**src/rtl/mips_div_pkg.sv**
```systemverilog
// Shared types and constants for the MIPS DIV/DIVU iterative divider.
package mips_div_pkg;

    typedef enum logic [2:0] {
        IDLE,
        LOAD,
        CALC,
        SIGNFIX,
        FINISH
    } div_state_e;

    localparam int DIV_WIDTH_DEFAULT = 32;

    localparam logic [DIV_WIDTH_DEFAULT-1:0] DIV0_QUOTIENT = '1;

    // Bits needed to hold 0..value-1 (the iteration counter).
    function automatic int clog2(input int value);
        int r;
        int v;
        r = 0;
        v = value - 1;
        while (v > 0) begin
            r = r + 1;
            v = v >> 1;
        end
        return r;
    endfunction

endpackage

```
**src/rtl/mips_div_unit_sub_step.sv**
```systemverilog
// One restoring-division step: shift in a dividend bit, trial-subtract the
// divisor, keep the difference when no borrow occurs.
module div_sub_step #(
    parameter int WIDTH = 32
) (
    input  logic [WIDTH-1:0] i_rem,
    input  logic             i_bit,
    input  logic [WIDTH-1:0] i_divisor,
    output logic [WIDTH-1:0] o_rem,
    output logic             o_qbit
);

    logic [WIDTH-1:0] w_shifted;
    logic [WIDTH+1:0] w_wide;
    logic             w_borrow;
    logic             w_unused_top;

    assign w_shifted = {i_rem[WIDTH-2:0], i_bit};

    // The old remainder MSB is the extra (W+1)th bit of the shifted value.
    assign w_wide   = {1'b0, i_rem[WIDTH-1], w_shifted} - {2'b00, i_divisor};
    assign w_borrow = w_wide[WIDTH+1];

    // Bit WIDTH of a borrow-free difference is always zero (diff < divisor).
    assign w_unused_top = w_wide[WIDTH];

    assign o_qbit = ~w_borrow;
    assign o_rem  = w_borrow ? w_shifted : w_wide[WIDTH-1:0];

endmodule

```
**src/rtl/mips_div_unit.sv**
```systemverilog
// Iterative restoring divider for MIPS DIV/DIVU (LO = quotient, HI = remainder).
// Optional MIPS_DIV_EARLY_OUT_EN: skip iteration when |dividend| < |divisor|.
module mips_div_unit
    import mips_div_pkg::*;
#(
    parameter int WIDTH = DIV_WIDTH_DEFAULT
) (
    input  logic             clk,
    input  logic             rst_n,
    input  logic             start,
    input  logic             is_signed,
    input  logic [WIDTH-1:0] dividend,
    input  logic [WIDTH-1:0] divisor,
    output logic             busy,
    output logic             done,
    output logic [WIDTH-1:0] quotient,
    output logic [WIDTH-1:0] remainder,
    output logic             div_by_zero
);

    localparam int CW_RAW = clog2(WIDTH);
    localparam int CW     = (CW_RAW < 1) ? 1 : CW_RAW;

    localparam logic [WIDTH-1:0] ONE       = {{(WIDTH-1){1'b0}}, 1'b1};
    localparam logic [WIDTH-1:0] DIV0_Q    = {WIDTH{DIV0_QUOTIENT[0]}};
    localparam logic [CW-1:0]    CNT_ONE   = {{(CW-1){1'b0}}, 1'b1};
    localparam logic [CW-1:0]    CNT_START = CW'(WIDTH - 1);

    div_state_e r_state;
    div_state_e w_next;

    logic             r_signed;
    logic [WIDTH-1:0] r_dvd_raw;
    logic [WIDTH-1:0] r_dvs_raw;
    logic             r_q_neg;
    logic             r_r_neg;
    logic [WIDTH-1:0] r_dvs_mag;
    logic [WIDTH-1:0] r_quo;
    logic [WIDTH-1:0] r_rem;
    logic [CW-1:0]    r_cnt;

    logic [WIDTH-1:0] r_quotient;
    logic [WIDTH-1:0] r_remainder;
    logic             r_dbz;

    logic             w_dvd_neg;
    logic             w_dvs_neg;
    logic [WIDTH-1:0] w_dvd_mag;
    logic [WIDTH-1:0] w_dvs_mag;
    logic             w_dvs_zero;
    logic             w_early;
    logic [WIDTH-1:0] w_step_rem;
    logic             w_step_qbit;

    // Magnitudes are derived from the operands latched at acceptance.
    assign w_dvd_neg  = r_signed & r_dvd_raw[WIDTH-1];
    assign w_dvs_neg  = r_signed & r_dvs_raw[WIDTH-1];
    assign w_dvd_mag  = w_dvd_neg ? (~r_dvd_raw + ONE) : r_dvd_raw;
    assign w_dvs_mag  = w_dvs_neg ? (~r_dvs_raw + ONE) : r_dvs_raw;
    assign w_dvs_zero = (r_dvs_raw == '0);

`ifdef MIPS_DIV_EARLY_OUT_EN
    assign w_early = (w_dvd_mag < w_dvs_mag);
`else
    assign w_early = 1'b0;
`endif

    div_sub_step #(
        .WIDTH(WIDTH)
    ) u_step (
        .i_rem     (r_rem),
        .i_bit     (r_quo[WIDTH-1]),
        .i_divisor (r_dvs_mag),
        .o_rem     (w_step_rem),
        .o_qbit    (w_step_qbit)
    );

    always_ff @(posedge clk) begin
        if (!rst_n) begin
            r_state <= IDLE;
        end else begin
            r_state <= w_next;
        end
    end

    always_comb begin
        w_next = r_state;
        busy   = 1'b1;
        done   = 1'b0;
        case (r_state)
            IDLE: begin
                busy = 1'b0;
                if (start) w_next = LOAD;
            end
            LOAD: begin
                if (w_dvs_zero || w_early) w_next = FINISH;
                else                       w_next = CALC;
            end
            CALC: begin
                if (r_cnt == '0) w_next = SIGNFIX;
            end
            SIGNFIX: w_next = FINISH;
            FINISH: begin
                done   = 1'b1;
                w_next = IDLE;
            end
            default: w_next = IDLE;
        endcase
    end

    always_ff @(posedge clk) begin
        if (!rst_n) begin
            r_signed    <= 1'b0;
            r_dvd_raw   <= '0;
            r_dvs_raw   <= '0;
            r_q_neg     <= 1'b0;
            r_r_neg     <= 1'b0;
            r_dvs_mag   <= '0;
            r_quo       <= '0;
            r_rem       <= '0;
            r_cnt       <= '0;
            r_quotient  <= '0;
            r_remainder <= '0;
            r_dbz       <= 1'b0;
        end else begin
            case (r_state)
                IDLE: begin
                    if (start) begin
                        r_signed  <= is_signed;
                        r_dvd_raw <= dividend;
                        r_dvs_raw <= divisor;
                    end
                end
                LOAD: begin
                    r_q_neg   <= w_dvd_neg ^ w_dvs_neg;
                    r_r_neg   <= w_dvd_neg;
                    r_dvs_mag <= w_dvs_mag;
                    r_quo     <= w_dvd_mag;
                    r_rem     <= '0;
                    r_cnt     <= CNT_START;
                    if (w_dvs_zero) begin
                        r_quotient  <= DIV0_Q;
                        r_remainder <= r_dvd_raw;
                        r_dbz       <= 1'b1;
                    end else if (w_early) begin
                        r_quotient  <= '0;
                        r_remainder <= r_dvd_raw;
                        r_dbz       <= 1'b0;
                    end
                end
                CALC: begin
                    // Dividend bits leave the top of r_quo as quotient bits enter below.
                    r_rem <= w_step_rem;
                    r_quo <= {r_quo[WIDTH-2:0], w_step_qbit};
                    r_cnt <= r_cnt - CNT_ONE;
                end
                SIGNFIX: begin
                    r_quotient  <= r_q_neg ? (~r_quo + ONE) : r_quo;
                    r_remainder <= r_r_neg ? (~r_rem + ONE) : r_rem;
                    r_dbz       <= 1'b0;
                end
                default: ;
            endcase
        end
    end

    assign quotient    = r_quotient;
    assign remainder   = r_remainder;
    assign div_by_zero = r_dbz;

endmodule
```
**config.mk**
```make
export PLATFORM = sky130hd
export DESIGN_NAME = mips_div_unit
export DESIGN_NICKNAME = d
export VERILOG_FILES = /design/src/rtl/mips_div_pkg.sv /design/src/rtl/mips_div_unit_sub_step.sv /design/src/rtl/mips_div_unit.sv
export SDC_FILE = /design/constraint.sdc
export NUM_CORES = 1
export LEC_CHECK = 0
export CAP_MARGIN = 20
export CORE_ASPECT_RATIO = 0.7
export CORE_UTILIZATION = 45
export DETAILED_ROUTE_END_ITERATION = 8
export GPL_ROUTABILITY_DRIVEN = 0
export PLACE_DENSITY_LB_ADDON = 0.05
export SETUP_SLACK_MARGIN = 0.4
export SLEW_MARGIN = 10
export SYNTH_ARGS = -nofsm -noshare
export SYNTH_HDL_FRONTEND = slang
export SYNTH_SLANG_ARGS = --single-unit
```
**constraint.sdc**
```tcl
create_clock -name clk -period 3.63 [get_ports clk]
set_clock_uncertainty 0.1 [all_clocks]
set_input_delay 0.726 -clock clk [delete_from_list [all_inputs] [get_ports clk]]
set_output_delay 0.726 -clock clk [all_outputs]
set_load 0.03 [all_outputs]
```
# --- Yosys cells after proc, flatten, opt, wreduce, memory -nomap -nowiden ---
# Cells that the tools add are included.
totals:
  wordCells: 62
  reg_bits: 236
  inputBits: 68
  out_inout_bits: 67
classes:
  n_mux: 20
  n_bitwise: 8
  n_addsub: 6
  n_eq_ne: 7
  n_reduce_logical: 8
op_table:
  columns: ["operator", "count"]
  rows:
  - ["$pmux 32 s2", 4]
  - ["$mux 32", 7]
  - ["$add 32x1->32 const B", 4]
  - ["$not 32->32", 4]
  - ["$sub 33x32->34", 1]
  - ["$logic_not 32->1", 1]
  - ["$pmux 3 s4", 1]
  - ["$pmux 5 s2", 1]
  - ["$mux 3", 3]
  - ["$eq 3x2->1 const B", 2]
  - ["$ne 2x2->1 const B", 3]
  - ["$reduce_and 2->1", 3]
  - ["$logic_not 5->1", 1]
  - ["$sub 5x1->5 const B", 1]
  - ["$reduce_bool 2->1", 2]
  - ["$eq 3x1->1 const B", 1]
  - ["$eq 3x3->1 const B", 1]
  - ["$logic_not 3->1", 1]
  - ["$mux 1", 3]
  - ["$and 1x1->1", 2]
  - ["$pmux 1 s2", 1]
  - ["$not 1->1", 1]
  - ["$xor 1x1->1", 1]

# --- Logic depth before layout (Yosys ltp) ---
depth:
  ltp_word: 4
  depth_mapped: 13

# --- Hierarchy ---
# From an unflattened synthesis, not the netlist that was laid out.
hier_totals:
  cells_unflattened: 1735
  hier_area_um2: 13491.7
by_module_without_submodules:
  columns: ["module", "seq_area_each_um2", "cells_each", "n_inst", "area_each_um2"]
  rows:
  - ["mips_div_unit", 4724.5, 1363, 1, 11118.2]
  - ["div_sub_step", 0.0, 372, 1, 2373.5]

# --- Worst setup path before layout ---
# No wires, ideal clock.
synth_path:
  path_type: "register to register"
  from: "register r_rem[6]"
  to: "register r_rem[0]"
  path_slack_ps: 616
  arrival_ps: 2797
  path_stages_with_launch: 11
  path_buffers: 1
  required_ps: 3413
  setup_ps: 117
  period_less_slack_ps: 3014
  path_cell_list: "dfxtp_1 ha_1 and4_1 nand2_1 o211ai_1 a211oi_1 o21ai_0 a41oi_1 clkbuf_1 nand2_1 a32o_1"
synth_between:
  elab_chain_cells: 3
synth_lines:
  columns: ["element", "line_no", "text"]
  rows:
  - ["start, declared", "mips_div_unit.sv:39", "logic [WIDTH-1:0] r_rem;"]
  - ["start signal, assigned", "mips_div_unit.sv:153", "r_rem <= w_step_rem;"]
  - ["$sub 33x32->34", "mips_div_unit_sub_step.sv:21", "assign w_wide = {1'b0, i_rem[WIDTH-1], w_shifted} - {2'b00, i_divisor};"]
  - ["$mux 32", "mips_div_unit_sub_step.sv:28", "assign o_rem = w_borrow ? w_shifted : w_wide[WIDTH-1:0];"]
  - ["$pmux 32 s2", "mips_div_unit.sv:126", "case (r_state)"]
# No other way between the ends.
# A chain may end at the register's enable or synchronous reset.

# --- Worst setup path in the final report ---
layout_path:
  from: "register r_dvs_raw[13]"
  to: "register r_remainder[29] (netlist: remainder[29])"
layout_between:
  elab_chain_cells: 3
layout_lines:
  columns: ["element", "line_no", "text"]
  rows:
  - ["start, declared", "mips_div_unit.sv:34", "logic [WIDTH-1:0] r_dvs_raw;"]
  - ["start signal, assigned", "mips_div_unit.sv:131", "r_dvs_raw <= divisor;"]
  - ["$logic_not 32->1", "mips_div_unit.sv:60", "assign w_dvs_zero = (r_dvs_raw == '0);"]
  - ["$ne 2x2->1 (no source line)", null, null]
  - ["$reduce_and 2->1 (no source line)", null, null]
  - ["end signal, assigned", "mips_div_unit.sv:143", "r_remainder <= r_dvd_raw;"]
  - ["end signal, assigned", "mips_div_unit.sv:147", "r_remainder <= r_dvd_raw;"]
  - ["end signal, assigned", "mips_div_unit.sv:159", "r_remainder <= r_r_neg ? (~r_rem + ONE) : r_rem;"]
  - ["end, declared", "mips_div_unit.sv:43", "logic [WIDTH-1:0] r_remainder;"]
# No other way between the ends.

==> impl_metrics.tcl <==
set metrics [dict create \
    antenna_cells 0 \
    fin_crit_sh_pct 87.92 \
    first_global_vias 11050 \
    n_fill_cell 2627 \
    synth_cell_types 71 \
    ir_worst_vdd_mv 0.3351 \
    cts_num_sinks 236 \
    setup_total_negative_slack_ps 0 \
    chipWidth_um 204.4 \
    dp_hpwl_mm 28.43 \
    timing.setup.critical_path_class "flop to flop" \
    clk_pin_slew_worst_paths_ps 70 \
    hold_viol_final 0 \
    groute.layer.met1.usage_pct 43.33 \
    synthMuxAreaShare_pct 0.1552 \
    power-per-cell-area_nw_per_um2 504.8 \
    hp-start "r_dvs_mag[31]" \
    cp-start-kind "flop" \
    slew_violations 0 \
    grt_first_pass_wirelength_mm 61.65 \
    cap_viol_max_count 0 \
    finalWirelength_mm 40.19 \
    setup_viol 0 \
    synth-main-ff-cell "dfxtp_1" \
    route.detailed.vias_per_inst 5.805 \
    worstPathMaxFanout 11 \
    dr.first_iter.drc_count 986 \
    async_reset_ff_share_pct 0 \
    buffer_ports.inserted 134 \
    grt_max_degree 177 \
    h_tree_level_count 1 \
    max_freq_mhz 313.3 \
    post_synth_instance_area_um2 12900 \
    ys_ff_latch 236 \
    synth_compound_gate_area_share_pct 25.48 \
    vert_die_dim_um 143.7 \
    yosys.area_share.xor_xnor_pct 9.368 \
    critPathArrivalTime_ps 3540 \
    holdWs_ps 364.8 \
    total_via_count_in_the_routed_design 12470 \
    grt_antenna_before_repair 1 \
    detailedRoute.firstPassIterationCount 5 \
    post_synth_inst_count 1658 \
    start_util_pct 46.06 \
    dominant_combinational_cell_family_by_area_after_synthesis "compound AO/OA/AOI/OAI gates" \
    drive_gt1_share_pct 7.537 \
    syn_avg_cell_area_um2 7.782 \
    tritoncts.num_buffers 25 \
    synth-adder-area-share_pct 3.840 \
    number_of_enable_flip_flop_cells_after_synthesis 0 \
    grt_remaining_overflow 0 \
    max-slew-margin-rel_pct 38.35 \
    clock_network_latency_to_the_later_pin_of_the_worst_skew_pair_ps 550 \
    global_route.peak_usage_layer "met1" \
    tritoncts "done" \
    synth-seq-area-share_pct 36.62 \
    ctsRootBufferMaster "clkbuf_16" \
    coreArea_um2 28010 \
    gr-usage-met2_pct 35.20 \
    timing.rr.start "r_dvs_raw[13]" \
    rows 51 \
    die-area_um2 29360 \
    required_ps 3980 \
    cts-root-to-sink-buffers 3 \
    detail-route-antenna-nets 0 \
    synthToLayoutAreaGrowth_pct 22.49 \
    layout.core_utilization_pct 56.42 \
    final_nets 1869 \
    hp-class "flop to flop" \
    floorplan.io_pins 135 \
    power.leakage_nw 6.002 \
    wire_per_inst_um 18.70 \
    grt_use_met3_pct 3.832 \
    run_status "finished, final reports clean" \
    origin_of_the_worst_setup_path "r_dvs_raw[13]" \
    synth-simple-area-share_pct 19.44 \
    timing_worst_slew_pin_value_ps 924.8 \
    grt_setup_unrepaired "yes" \
    setup.worst_path.end_class "flop" \
    synth_warnings 0 \
    synthesis.nets 1765 \
    post-route-drc-count 0 \
    finalWorstPathRequiredPeriod_ps 3192 \
    globalRouteTotalUtil_pct 26.49 \
]
[per-stage QoR]
stage               total power [mW]  instance area [µm²]  instances  setup slack (ps)
floorplan                      4.454                12900       1658             615.8
global placement               5.104                14620       2090             433.9
detailed placement             5.124                14620       2090             332.2
CTS                            7.940                15510       2133             401.8
global route                   8.361                15800       2149             263.4
finish                         7.978                15800       2149             438.4
[cells by family (layout without fill, tap and decap cells)]
logic type	Yosys count	in the layout
multiplexers	2	2
XOR/XNOR	138	138
adder cells (fa/ha/maj)	39	39
flip-flops	236	236
buffers and inverters	171	291
AND/OR/NAND/NOR	559	559
AO/OA/AOI/OAI	513	513
[critical path, cell delays in order, from the launching register on]
cell and delay [ps]:
dfxtp_4 360, or4_4 570, nor4b_4 300, nand2b_1 120, or3_4 370, nor4_4 250, buf_4 180, buf_6 100
nand2_4 50, nor2_4 190, buf_12 160, nand2_1 70, a311oi_1 250
[layer usage]
layer  vias up  part of all wire [%]
met1      5910                    52
met2       417                    39
met4         2                   1.7
li1       6094                     -
met3        51                   7.3
met5         -                 0.047
[final timing paths]
check                        to  slack, ps  cells after the start
setup / recovery  remainder[29]        440                     12
hold / removal    r_dvs_mag[31]        360                      2
setup reg to reg  remainder[29]        440                     12
hold reg to reg   r_dvs_mag[31]        360                      2
[flip-flops by register name, summed over array words and instances, names as in the netlist]
register	count
r_signed	1
r_dvs_mag	32
r_q_neg	1
r_state	3
quotient	32
r_cnt	5
r_quo	32
r_r_neg	1
r_rem	32
r_dvd_raw	32
remainder	32
div_by_zero	1
r_dvs_raw	32
[final cells by class]
type | count | area (µm²) | area share (%)
flip-flops and latches | 236 | 4728 | 29.92
clock inverters | 6 | 133.9 | 0.8471
inverters | 59 | 224.0 | 1.417
clock buffers | 37 | 760.7 | 4.814
repair buffers | 189 | 1888 | 11.95
multi-input cells | 1251 | 7605 | 48.12
well taps | 371 | 464.2 | 2.937
[report_power, final]
part / switching (mW) / internal (mW) / total (mW)
combinational: 1.32 / 0.877 / 2.19
clock: 1.10 / 1.72 / 2.82
sequential: 0.206 / 2.76 / 2.96
total: 2.62 / 5.36 / 7.98
[synth_stat cells (12+ instances only)]
cell type / n / share of area, %
a211oi_1: 29 / 1.7
a21o_1: 15 / 0.87
a21oi_1: 190 / 7.4
a221oi_1: 23 / 1.6
a22oi_1: 31 / 1.8
a311oi_1: 21 / 1.4
clkbuf_1: 97 / 2.8
dfxtp_1: 236 / 37
ha_1: 38 / 3.7
inv_1: 57 / 1.7
nand2_1: 285 / 8.3
nand2b_1: 14 / 0.68
nor2_1: 133 / 3.9
nor3_1: 28 / 1.1
nor4_1: 13 / 0.63
o21ai_0: 92 / 3.6
o221ai_1: 12 / 0.81
o31ai_1: 17 / 0.99
o41ai_1: 12 / 0.81
or3_1: 13 / 0.63
xnor2_1: 80 / 5.4
xor2_1: 58 / 3.9
[layout by cell type (no fill, tap or decap), types with 6 or more instances in the layout]
cell type / instances
a22oi_1: 31
o22ai_1: 7
nor4_1: 12
nand3b_1: 6
o21bai_1: 8
clkdlybuf4s50_1: 134
or4_1: 9
and3_1: 8
o221ai_1: 12
a21o_1: 15
a211oi_1: 28
nand2_1: 284
nand4_1: 6
dfxtp_1: 235
ha_1: 38
clkbuf_8: 9
nand3_1: 7
buf_4: 43
or3_1: 13
a221oi_1: 23
xnor2_1: 80
clkbuf_16: 28
a311oi_1: 18
nor3_1: 26
nor2_1: 132
a31oi_1: 11
and2_1: 7
a32oi_1: 10
o211ai_1: 8
o31ai_1: 16
o21ai_0: 88
inv_1: 57
nand2b_1: 14
a21oi_1: 189
o41ai_1: 12
xor2_1: 58
[repair_timing]
action	CTS	global route
gates cloned	0	3
gates resized for setup	2	25
setup buffers	0	12
hold buffers	0	0
pin swaps	0	6
setup endpoints to repair	2	88
Note: power is estimated with default switching activity, not from simulation.
==> RTL change 1, RTL diff (same flow settings) <==
Add a define of `MIPS_DIV_EARLY_OUT_EN`.
--- a/src/rtl/mips_div_unit.sv
+++ b/src/rtl/mips_div_unit.sv
@@ -2,2 +2,4 @@
 // Optional MIPS_DIV_EARLY_OUT_EN: skip iteration when |dividend| < |divisor|.
+`define MIPS_DIV_EARLY_OUT_EN
+
 module mips_div_unit
Check against the original RTL: not equivalent (Yosys sat finds a counterexample within 4 cycles, from zero or initial values and one cycle with rst_n low).
==> RTL change 1 against the unedited design <==
The run now ends with negative setup slack left. Sequential cell count stayed put. Worst setup slack worse by 1100 ps. Wire length grew 25%. Global-route usage is 4.2 points higher. Count of clock-buffer cells in the layout unchanged. Sequential share of layout area down 4.9 points. Area after synthesis grew 9.2%. Final area rose by 20%. Synthesized cell count is 7.7% higher. Die area rose by 9.1%. Largest cell class unchanged. Highest routed layer is now met4.
Power is not compared: it rests on default switching activity, and its combinational part moved more than twofold at a synthesized area within 25%.
==> RTL change 1: results (changes against the unedited design) <==
[status]
status=finished, violations left
failed_checks=negative setup slack

[detailed_routing]
drt_iter0_markers=1281  ; +30%
viasPerCell=5.837  ; +0.55%
first_pass_iters=6  ; +1
postRouteWirelength_um=50320  ; +25%

[global_routing]
antenna_found_initial=0  ; -1
first_global_vias=13430  ; +22%
grt_use_total=0.3068  ; +0.04191
grt_max_degree=62  ; -65%

[placed_design]
place_area_um2=17510  ; +20%
dp.cells=2425  ; +16%
hpwlAfterDp_um=37660  ; +32%

[layout]
drive_gt1_frac=0.1894  ; +0.1140
nNetsFinal=2211  ; +18%
layoutNonFillerInstCount=2504  ; +17%
fill_cells=2743  ; +4.4%

[timing]
setup_tns_ps=-41060  ; -41060 ps
finalSetupViolations=67  ; +67
setup_slack_ps=-684.3  ; -1123 ps

[logic_synthesis]
netlist_top_cells_count=nand2_1 (265), dfxtp_1 (236), a21oi_1 (176), nor2_1 (151), clkbuf_1 (107)
synth_cell_types=69  ; -2.8%
yosysSeqAreaShare=0.3353  ; -0.03092
synth_cells=1786  ; +7.7%
synth.area.top_cells=dfxtp_1 (34%), nand2_1 (7.1%), a21oi_1 (6.3%)

[critical_path]
crit_slowest_cell=nor4_4
cp_max_fo=2  ; -9
arrival_ps=4630  ; +1090 ps

## RTL change 1: cell count changes in the layout (fill, tap and decap cells not counted), moves of 18 or more
cell     unedited run  this run
buf_4              43       228
ha_1               38        64
nand2_1           284       262
o221a_4             0        25
xnor2_1            80        62
xor2_1             58        76
## RTL change 1: power by group
group | internal [mW] | leakage, nW | switching, mW
sequential | 3.14 | 1.92 | 0.512
combinational | 3.71 | 5.49 | 4.77
clock | 1.45 | 0.390 | 1.11
## RTL change 1: cells by family after synthesis
kind of cell | Yosys count | synth area share
DFF | 236 | 0.3353
muxes | 17 | 0.01225
AOI/OAI and AO/OA | 540 | 0.2583
adders and majority gates | 70 | 0.06268
and+or+nand+nor | 609 | 0.1975
buffers and inverters | 174 | 0.04697
xor gates and xnor gates | 140 | 0.08701
## RTL change 1: final timing paths
kind                                   from                        end  slack (ps)  depth (start not counted)
hold / removal    quotient[15]$_SDFFE_PN0P_  quotient[15]$_SDFFE_PN0P_         360                          1
setup reg to reg  r_dvs_raw[2]$_SDFFE_PN0P_    r_state[1]$_SDFFE_PN0P_        -680                         20
hold reg to reg   quotient[15]$_SDFFE_PN0P_  quotient[15]$_SDFFE_PN0P_         360                          1
setup / recovery  r_dvs_raw[2]$_SDFFE_PN0P_    r_state[1]$_SDFFE_PN0P_        -680                         20
## RTL change 1: worst register-to-register path, stage by stage, from the launching register on
cell and delay [ps]:
dfxtp_1 330, nor4_4 370, nand3_2 160, nor2_4 150, nand2_1 80, o31ai_2 200, xor2_1 320, buf_4 190
ha_1 240, and3_4 190, a221o_1 370, a221o_1 360, a21o_1 180, nor2_1 90, o21ai_1 100, buf_4 150
buf_4 120, buf_4 120, buf_4 140, a31oi_4 160, nor3_1 60
## RTL change 1: routing by layer
metal | global-route usage | up-vias | routed length (um) | part of all wire
met5 | 0 | - | 0 | 0
met2 | 0.4375 | 551 | 20390 | 0.41
li1 | - | 7036 | - | -
met1 | 0.4640 | 6959 | 24410 | 0.49
met3 | 0.06212 | 69 | 4489 | 0.089
met4 | 0.07214 | 0 | 1038 | 0.021
## RTL change 1: area by class of cell
type,count,area [um2],share of cell area
clock inverters,8,75.07,0.003969
clock buffers,37,720.7,0.03810
multi-input cells,1376,9303,0.4918
inverters,58,222.7,0.01177
flip-flops and latches,236,4727,0.2499
well taps,412,515.5,0.02725
repair buffers,376,3349,0.1771
diodes,1,2.502,0.0001323
## RTL change 1: repair_timing
| action | in CTS | in global routing |
|---|---|---|
| setup buffers | 25 | 4 |
| pin swaps | 12 | 6 |
| gates resized for setup | 33 | 17 |
| setup endpoints to repair | 68 | 96 |
| gates cloned | 2 | 2 |
==> RTL change 2, RTL diff (same flow settings) <==
Without the edit above. Register the input `dividend` before use, without a reset. The logic sees it one clock later. The other inputs are not delayed to match.
--- a/src/rtl/mips_div_unit.sv
+++ b/src/rtl/mips_div_unit.sv
@@ -27,2 +27,8 @@
     localparam logic [CW-1:0]    CNT_START = CW'(WIDTH - 1);
+
+    logic [WIDTH-1:0] dividend_q;
+
+    always_ff @(posedge clk) begin
+        dividend_q <= dividend;
+    end
 
@@ -129,3 +135,3 @@
                         r_signed  <= is_signed;
-                        r_dvd_raw <= dividend;
+                        r_dvd_raw <= dividend_q;
                         r_dvs_raw <= divisor;
Behaviour: not the same (a bounded check fails within 4 cycles, from zero or initial values and one cycle with rst_n low).
==> RTL change 2 against the unedited design <==
Die area up 9.1%. Wire length rose by 9.5%. Sequential cell count increased by 32. Area after synthesis rose by 9.2%. Largest cell class unchanged. Final area up 6.8%. Power rose by 7.0%. Worst setup slack gained 74 ps.
==> RTL change 2: results (changes against the unedited design) <==
[detailed_routing]
viasPerCell=5.779  ; -0.43%
drt_iter0_markers=1255  ; +27%
wl_per_cell_um=19.16  ; +2.4%
first_pass_iters=5  ; unchanged
postRouteWirelength_um=44020  ; +9.5%

[cts]
clk_latency_ps=570  ; +20 ps
cts_resized=1  ; -1
cts_buffers=28  ; +12%

[pwr]
irDropWorstVdd_uv=290.3  ; -13%
p_leak_nw=6.334  ; +5.5%

[critical_path]
rr_endpoint=r_quo[29]$_SDFFE_PN0P_
slowest_delay_ps=660  ; +90 ps
cp-endpoint=r_quo[29]$_SDFFE_PN0P_
crit_path_start=r_dvd_raw[0]$_SDFFE_PN0P_
r2r_slack_ps=510  ; +70 ps
reg2reg_depth=8  ; -4
crit_slowest_cell=nor4_1
cp_max_fo=6  ; -5

[logic_synthesis]
synth-compound-area-share=0.2538  ; -0.001030
synthAdderAreaFrac=0.03517  ; -0.003233
synth.area.top_cells=dfxtp_1 (38%), nand2_1 (8.9%), a21oi_1 (5.7%)
syn_nets=1884  ; +6.7%
synth_cell_types=72  ; +1.4%
synthArstFlopShare=0  ; unchanged
ys_warn_count=0  ; unchanged
synth_cells=1777  ; +7.2%
yosys-mux-area-fraction=0.002842  ; +0.001290
yosysSeqAreaShare=0.3808  ; +0.01464
synth_xor_xnor_area_share=0.08393  ; -0.009752
netlist_top_cells_count=nand2_1 (334), dfxtp_1 (268), a21oi_1 (161), clkbuf_1 (112), nor2_1 (112)

[placed_design]
dp.cells=2246  ; +7.5%
dp_slack_ps=403.9  ; +71.70 ps
place_area_um2=15850  ; +8.4%
hpwlAfterDp_um=32420  ; +14%

[global_routing]
grt_max_degree=103  ; -42%
antenna_found_initial=0  ; -1
first_global_vias=11510  ; +4.1%
grt_use_total=0.2705  ; +0.005609
grt_pass1_wl_um=67400  ; +9.3%

[layout]
drive_gt1_frac=0.07317  ; -0.002195
nNetsFinal=1972  ; +5.5%

[timing]
max-slew-margin-rel=0.2907  ; -0.09270
fin_hold_ws_ps=334.1  ; -30.74 ps
post-route-period-util=0.8588  ; -0.02041

[min_path]
hp-start=dividend_q[18]$_DFF_P_
min_delay_worst_endpoint=r_dvd_raw[18]$_SDFFE_PN0P_
min_path_type=reg2reg

[status]
status=completed

[job]
maxCapViolations=0  ; unchanged

-- RTL change 2: power breakdown --
group | leakage [nW] | switching, mW | internal, mW | total (mW)
sequential | 2.19 | 0.205 | 3.12 | 3.33
clock | 0.476 | 1.30 | 1.75 | 3.05
combinational | 3.67 | 1.32 | 0.837 | 2.16
-- RTL change 2: worst register-to-register path, stage by stage (launching register included) --
cell,delay (ps)
dfxtp_1,400
or4_1,640
nor4_1,660
and2_1,370
nand3b_1,180
o31ai_1,280
xnor2_1,180
nand2_1,90
a21oi_1,150
-- RTL change 2: cell type report --
cell class	count	area [um2]
clock inverter	21	251.5
sequential	268	5366
fill	2976	13490
clock buffer	30	728.2
timing repair buffer	184	1762
multi-input combinational	1327	8041
tap	412	515.5
inverter	56	212.7
-- RTL change 2: layer usage --
metal  vias up  GRT usage  routed length, um
met5         -          0                  0
met4         0    0.04964                752
met3        45    0.05373               3722
met2       466     0.3369              16160
met1      6269     0.4548              23380
li1       6501          -                  -
